File: src/rtl/present_ctr_out_buf.sv
// PRESENT CTR ciphertext capture FIFO and byte serialiser.
// Build option: PRESENT_OUT_LSB_FIRST_EN emits each block LSB-first.
module present_ctr_out_buf #(
  parameter int DEPTH = 4,
  parameter int LW    = $clog2(DEPTH+1)
) (
  input  logic          clk,
  input  logic          rst,
  input  logic          arm,
  input  logic          clr,
  input  logic          load_encrypt,
  input  logic [63:0]   ciphertext,
  output logic [7:0]    out_data,
  output logic          out_valid,
  input  logic          out_ready,
  output logic          out_last,
  output logic [LW-1:0] level,
  output logic          overflow
);

  localparam int PW = (DEPTH > 1) ? $clog2(DEPTH) : 1;

  typedef enum logic {IDLE, SEND} state_t;

  logic [63:0]   r_mem [DEPTH];
  logic [PW-1:0] r_wp;
  logic [PW-1:0] r_rp;
  logic [LW-1:0] r_level;
  logic          r_enc_q;
  logic          r_ovf;
  state_t        r_state;
  logic [63:0]   r_shreg;
  logic [2:0]    r_idx;
  logic          r_valid;
  logic          r_last;

  logic          w_full;
  logic          w_nempty;
  logic          w_xfer;
  logic          w_pop;
  logic          w_push;
  logic          w_wr;
  logic          w_drop;
  logic [63:0]   w_head;
  logic [63:0]   w_shift;

  assign w_full   = (r_level == LW'(DEPTH));
  assign w_nempty = (r_level != '0);
  assign w_xfer   = r_valid && out_ready;
  // A pop refills the output stage: from IDLE, or on the last byte
  assign w_pop    = w_nempty &&
                    ((r_state == IDLE) ||
                     (w_xfer && r_idx == 3'd7));
  assign w_push   = r_enc_q && arm;
  assign w_wr     = w_push && (!w_full || w_pop);
  assign w_drop   = w_push && w_full && !w_pop;
  assign w_head   = r_mem[r_rp];

`ifdef PRESENT_OUT_LSB_FIRST_EN
  assign out_data = r_shreg[7:0];
  assign w_shift  = {8'h00, r_shreg[63:8]};
`else
  assign out_data = r_shreg[63:56];
  assign w_shift  = {r_shreg[55:0], 8'h00};
`endif

  assign out_valid = r_valid;
  assign out_last  = r_last;
  assign level     = r_level;
  assign overflow  = r_ovf;

  always_ff @(posedge clk) begin
    if (!rst && !clr && w_wr)
      r_mem[r_wp] <= ciphertext;
  end

  always_ff @(posedge clk) begin
    if (rst) begin
      r_enc_q <= 1'b0;
      r_wp    <= '0;
      r_rp    <= '0;
      r_level <= '0;
      r_ovf   <= 1'b0;
      r_state <= IDLE;
      r_shreg <= '0;
      r_idx   <= '0;
      r_valid <= 1'b0;
      r_last  <= 1'b0;
    end else begin
      r_enc_q <= load_encrypt;
      if (clr) begin
        r_wp    <= '0;
        r_rp    <= '0;
        r_level <= '0;
        r_ovf   <= 1'b0;
        r_state <= IDLE;
        r_shreg <= '0;
        r_idx   <= '0;
        r_valid <= 1'b0;
        r_last  <= 1'b0;
      end else begin
        if (w_wr)
          r_wp <= r_wp + PW'(1);
        if (w_pop)
          r_rp <= r_rp + PW'(1);
        r_level <= r_level + LW'(w_wr) - LW'(w_pop);
        if (w_drop)
          r_ovf <= 1'b1;
        unique case (r_state)
          IDLE: begin
            if (w_pop) begin
              r_shreg <= w_head;
              r_idx   <= '0;
              r_valid <= 1'b1;
              r_last  <= 1'b0;
              r_state <= SEND;
            end
          end
          SEND: begin
            if (w_xfer) begin
              if (r_idx == 3'd7) begin
                if (w_pop) begin
                  r_shreg <= w_head;
                  r_idx   <= '0;
                  r_last  <= 1'b0;
                end else begin
                  r_valid <= 1'b0;
                  r_last  <= 1'b0;
                  r_state <= IDLE;
                end
              end else begin
                r_shreg <= w_shift;
                r_idx   <= r_idx + 3'd1;
                r_last  <= (r_idx == 3'd6);
              end
            end
          end
          default: r_state <= IDLE;
        endcase
      end
    end
  end

endmodule
File: config.mk
export PLATFORM = sky130hd
export DESIGN_NAME = present_ctr_out_buf
export DESIGN_NICKNAME = d
export VERILOG_FILES = /design/src/rtl/present_ctr_out_buf.sv
export SDC_FILE = /design/constraint.sdc
export NUM_CORES = 1
export LEC_CHECK = 0
export BUFFER_PORTS_ARGS = -buffer_cell sky130_fd_sc_hd__buf_2
export CAP_MARGIN = 10
export CORE_ASPECT_RATIO = 1.4
export CORE_MARGIN = 2
export CORE_UTILIZATION = 25
export DETAILED_ROUTE_END_ITERATION = 8
export GPL_TIMING_DRIVEN = 0
export PLACE_DENSITY_LB_ADDON = 0.2
export SYNTH_ARGS = -nofsm -noshare
export SYNTH_HDL_FRONTEND = slang
export SYNTH_SLANG_ARGS = --single-unit
File: constraint.sdc
create_clock -name clk -period 7.92 [get_ports clk]
set_input_delay 1.188 -clock clk [delete_from_list [all_inputs] [get_ports clk]]
set_output_delay 1.188 -clock clk [all_outputs]
set_load 0.01 [all_outputs]
==> run summary <==
row count -> 98
io pins -> 84
CORE AREA -> 0.0508 mm²
simple-gate share of the synthesized area -> 6.06%
CTS Hold Bufs -> 0
HPWL after DPL -> 20,000 µm
XOR/XNOR Fraction of Synth Area -> 0.274%
Initial Utilization -> 25.2%
final setup fails -> 0
clk_skew -> 0.0159 ns
Clk Latency, worst-skew pair -> 0.53 ns
RSZ-0062 raised after global routing -> false
Worst IR Drop VDD -> 0.141 mV
Int Power -> 3.56 mW
CTS tree -> done
switch share -> 28.7%
sequential element share of the synthesized area -> 72.9%
Psw -> 1.43 mW
crit start category -> flop
Final #Nets -> 926
first-pass GRT wire length -> 45,700 µm
Post-Synth Adder-Cell Area -> 1.04%
average vias per placed instance -> 4.43
layout cells sized above 1 -> 29.5%
largest net degree at the start of global routing -> 45
PortBufs -> 83
post-synthesis compound-gate area fraction -> 4.94%
Post-Syn Area -> 0.0128 mm²
total grt overflow -> 0
Leak -> 4.90 nW
Tmin final -> 2.90 ns
First DRT Iteration DRCs -> 375
Num CTS Buffers -> 35
# DRC -> 0
Slew Viols, Final -> 0
post_cts resized -> 0
Max Cap Viol -> 0
syn_area_per_cell -> 17.7 µm²
critical path data required time -> 8.32 ns
period utilisation layout -> 36.6%
clock sink count -> 337
drt pass-1 iters -> 4
clock transition at the registers of the reported paths -> 0.06 ns
synthesized instance count -> 722
Gate power share -> 24.3%
CTS H-tree depth -> 2
final worst setup slack -> 5.02 ns
Max Freq -> 345 MHz
number of global-route vias before repair -> 6,974
Net Count, Synth -> 802
worst endpoint data arrival time -> 3.30 ns
Root Driver -> clkbuf_16
dpl ws -> 4.47 ns
Fillers -> 5,087
endpoint class of the critical path -> flop
Clock power frac -> 33.3%
Post-CTS Setup Bufs -> 0
largest family of logic cells by synthesized area -> multiplexers
die area -> 0.0529 mm²
kind of critical path -> reg -> reg
#FFs+latches synth -> 337
DR WL/cell -> 20.3 µm
synth-to-layout area growth -> 19.6%
commonest non-fill, non-tap cells in the layout -> edfxtp_1, buf_2, dfxtp_1, nor2_1, mux4_2
Syn. warnings -> 0
Cell Pwr Density -> 327 mW/mm²
post-synthesis mux area share -> 11.5%
status -> complete, no violations
Final Hold Violating Endpoints -> 0
sequential power share -> 42.4%
Placed Cells -> 1,459
Slew HR -> 55.5%
clock buffer depth -> 3
synth unique cells -> 42
Total GRT Usage -> 11.6%
Crit Path Max Fanout -> 10
routed wire length -> 30,800 µm
GP Congestion -> 0.729
Sum Neg Setup Slack -> 0 ns
Routed Antenna Nets -> 0
non-filler instance count after layout -> 1,521
height of the die -> 271 µm
most common cell after layout, fill and taps aside -> edfxtp_1
die width -> 195 µm
DR vias -> 6,731
initial antenna violation count -> 6
type of the worst min-delay path -> reg -> reg
Worst Max-Slew Pin Slew -> 0.668 ns
[power groups by stage]
stage                     clock network, mW  logic (mW)  registers [mW]
after floorplan                           0       0.920            2.12
after global placement                    0        1.22            2.15
after detailed placement                  0        1.24            2.15
after CTS                              1.71        1.24            2.12
after global routing                   1.77        1.34            2.13
final                                  1.66        1.21            2.12
[through the flow]
step	util [%]	hold WS [ns]	total power [mW]	instance area, µm²
2_1_floorplan	-	0.436	3.04	12800
3_3_place_gp	27.6	0.463	3.38	14000
3_5_place_dp	27.8	0.461	3.39	14100
4_1_cts	30.1	0.475	5.06	15300
5_1_grt	30.1	0.490	5.24	15300
6_report	30.1	0.475	4.99	15300
[cells in the mapped netlist, drive strengths merged]
cell	instances	share of area (%)
nand2	14	0.41
nand4	1	0.049
buf	42	2.5
edfxtp	256	60
mux4	64	11
xnor2	3	0.21
or3	1	0.049
o21a	1	0.059
inv	8	0.24
a21o	2	0.13
o21ai	2	0.078
nor4b	1	0.069
a31oi	2	0.098
or2	1	0.049
o31ai	2	0.12
clkbuf	17	0.51
a41oi	1	0.13
and3	4	0.20
nor2	69	2.0
nor3b	1	0.098
nor2b	1	0.049
o221ai	56	3.8
o22ai	2	0.098
fa	1	0.16
a21oi	10	0.39
ha	9	0.88
xor2	1	0.069
nor3	58	2.6
dfxtp	81	13
and2	1	0.049
mux2	1	0.088
nand3	8	0.31
nand4b	1	0.069
[final cells by class]
| type | count | area (µm²) | share of cell area (%) |
|---|---|---|---|
| antenna | 1 | 2.50 | 0.0164 |
| buffer | 59 | 385 | 2.52 |
| clock buffer | 42 | 945 | 6.18 |
| clock inverter | 19 | 199 | 1.30 |
| inverter | 8 | 30.0 | 0.197 |
| multi-input combinational | 318 | 3070 | 20.1 |
| sequential | 337 | 9310 | 60.9 |
| tap | 650 | 813 | 5.32 |
| timing repair buffer | 87 | 526 | 3.44 |
[kinds of logic (layout without fill, tap and decap cells)]
group,Yosys count,count (layout)
AND/OR/NAND/NOR,161,161
other,0,1
flip-flops,337,337
AO/OA/AOI/OAI,78,78
buffers and inverters,67,215
adder cells (fa/ha/maj),10,10
multiplexers,65,65
XOR/XNOR,4,4
[worst paths after layout]
| check | end | cells after the start | slack, ns | startpoint |
|---|---|---|---|---|
| max | level[2] | 14 | 5.02 | r_idx[0] |
| min | overflow | 1 | 0.47 | overflow |
| max reg2reg | level[2] | 14 | 5.02 | r_idx[0] |
| min reg2reg | overflow | 1 | 0.47 | overflow |
[per-layer routing]
layer	vias to the layer above	wire, µm	track usage, %
li1	3138	-	-
met1	3403	12500	13.7
met2	120	16400	21.3
met3	62	1220	2.19
met4	8	740	3.84
met5	-	42	0
[sequential cells by signal (all words and copies together), names as in the netlist, 2 cells and up, named ones only]
register / count
r_idx: 3
r_wp: 2
r_rp: 2
level: 3
r_mem: 256
r_shreg: 64
[worst max-delay path: stages (launching register included)]
cell	delay, ns
dfxtp_1	0.38
ha_1	0.17
ha_1	0.21
nand3_1	0.16
a21o_2	0.29
inv_2	0.07
buf_2	0.24
ha_1	0.27
inv_1	0.06
ha_1	0.12
inv_1	0.05
fa_1	0.40
xor2_1	0.17
xnor2_1	0.13
nor2_1	0.05
No activity file was read; power rests on OpenSTA's default activity.
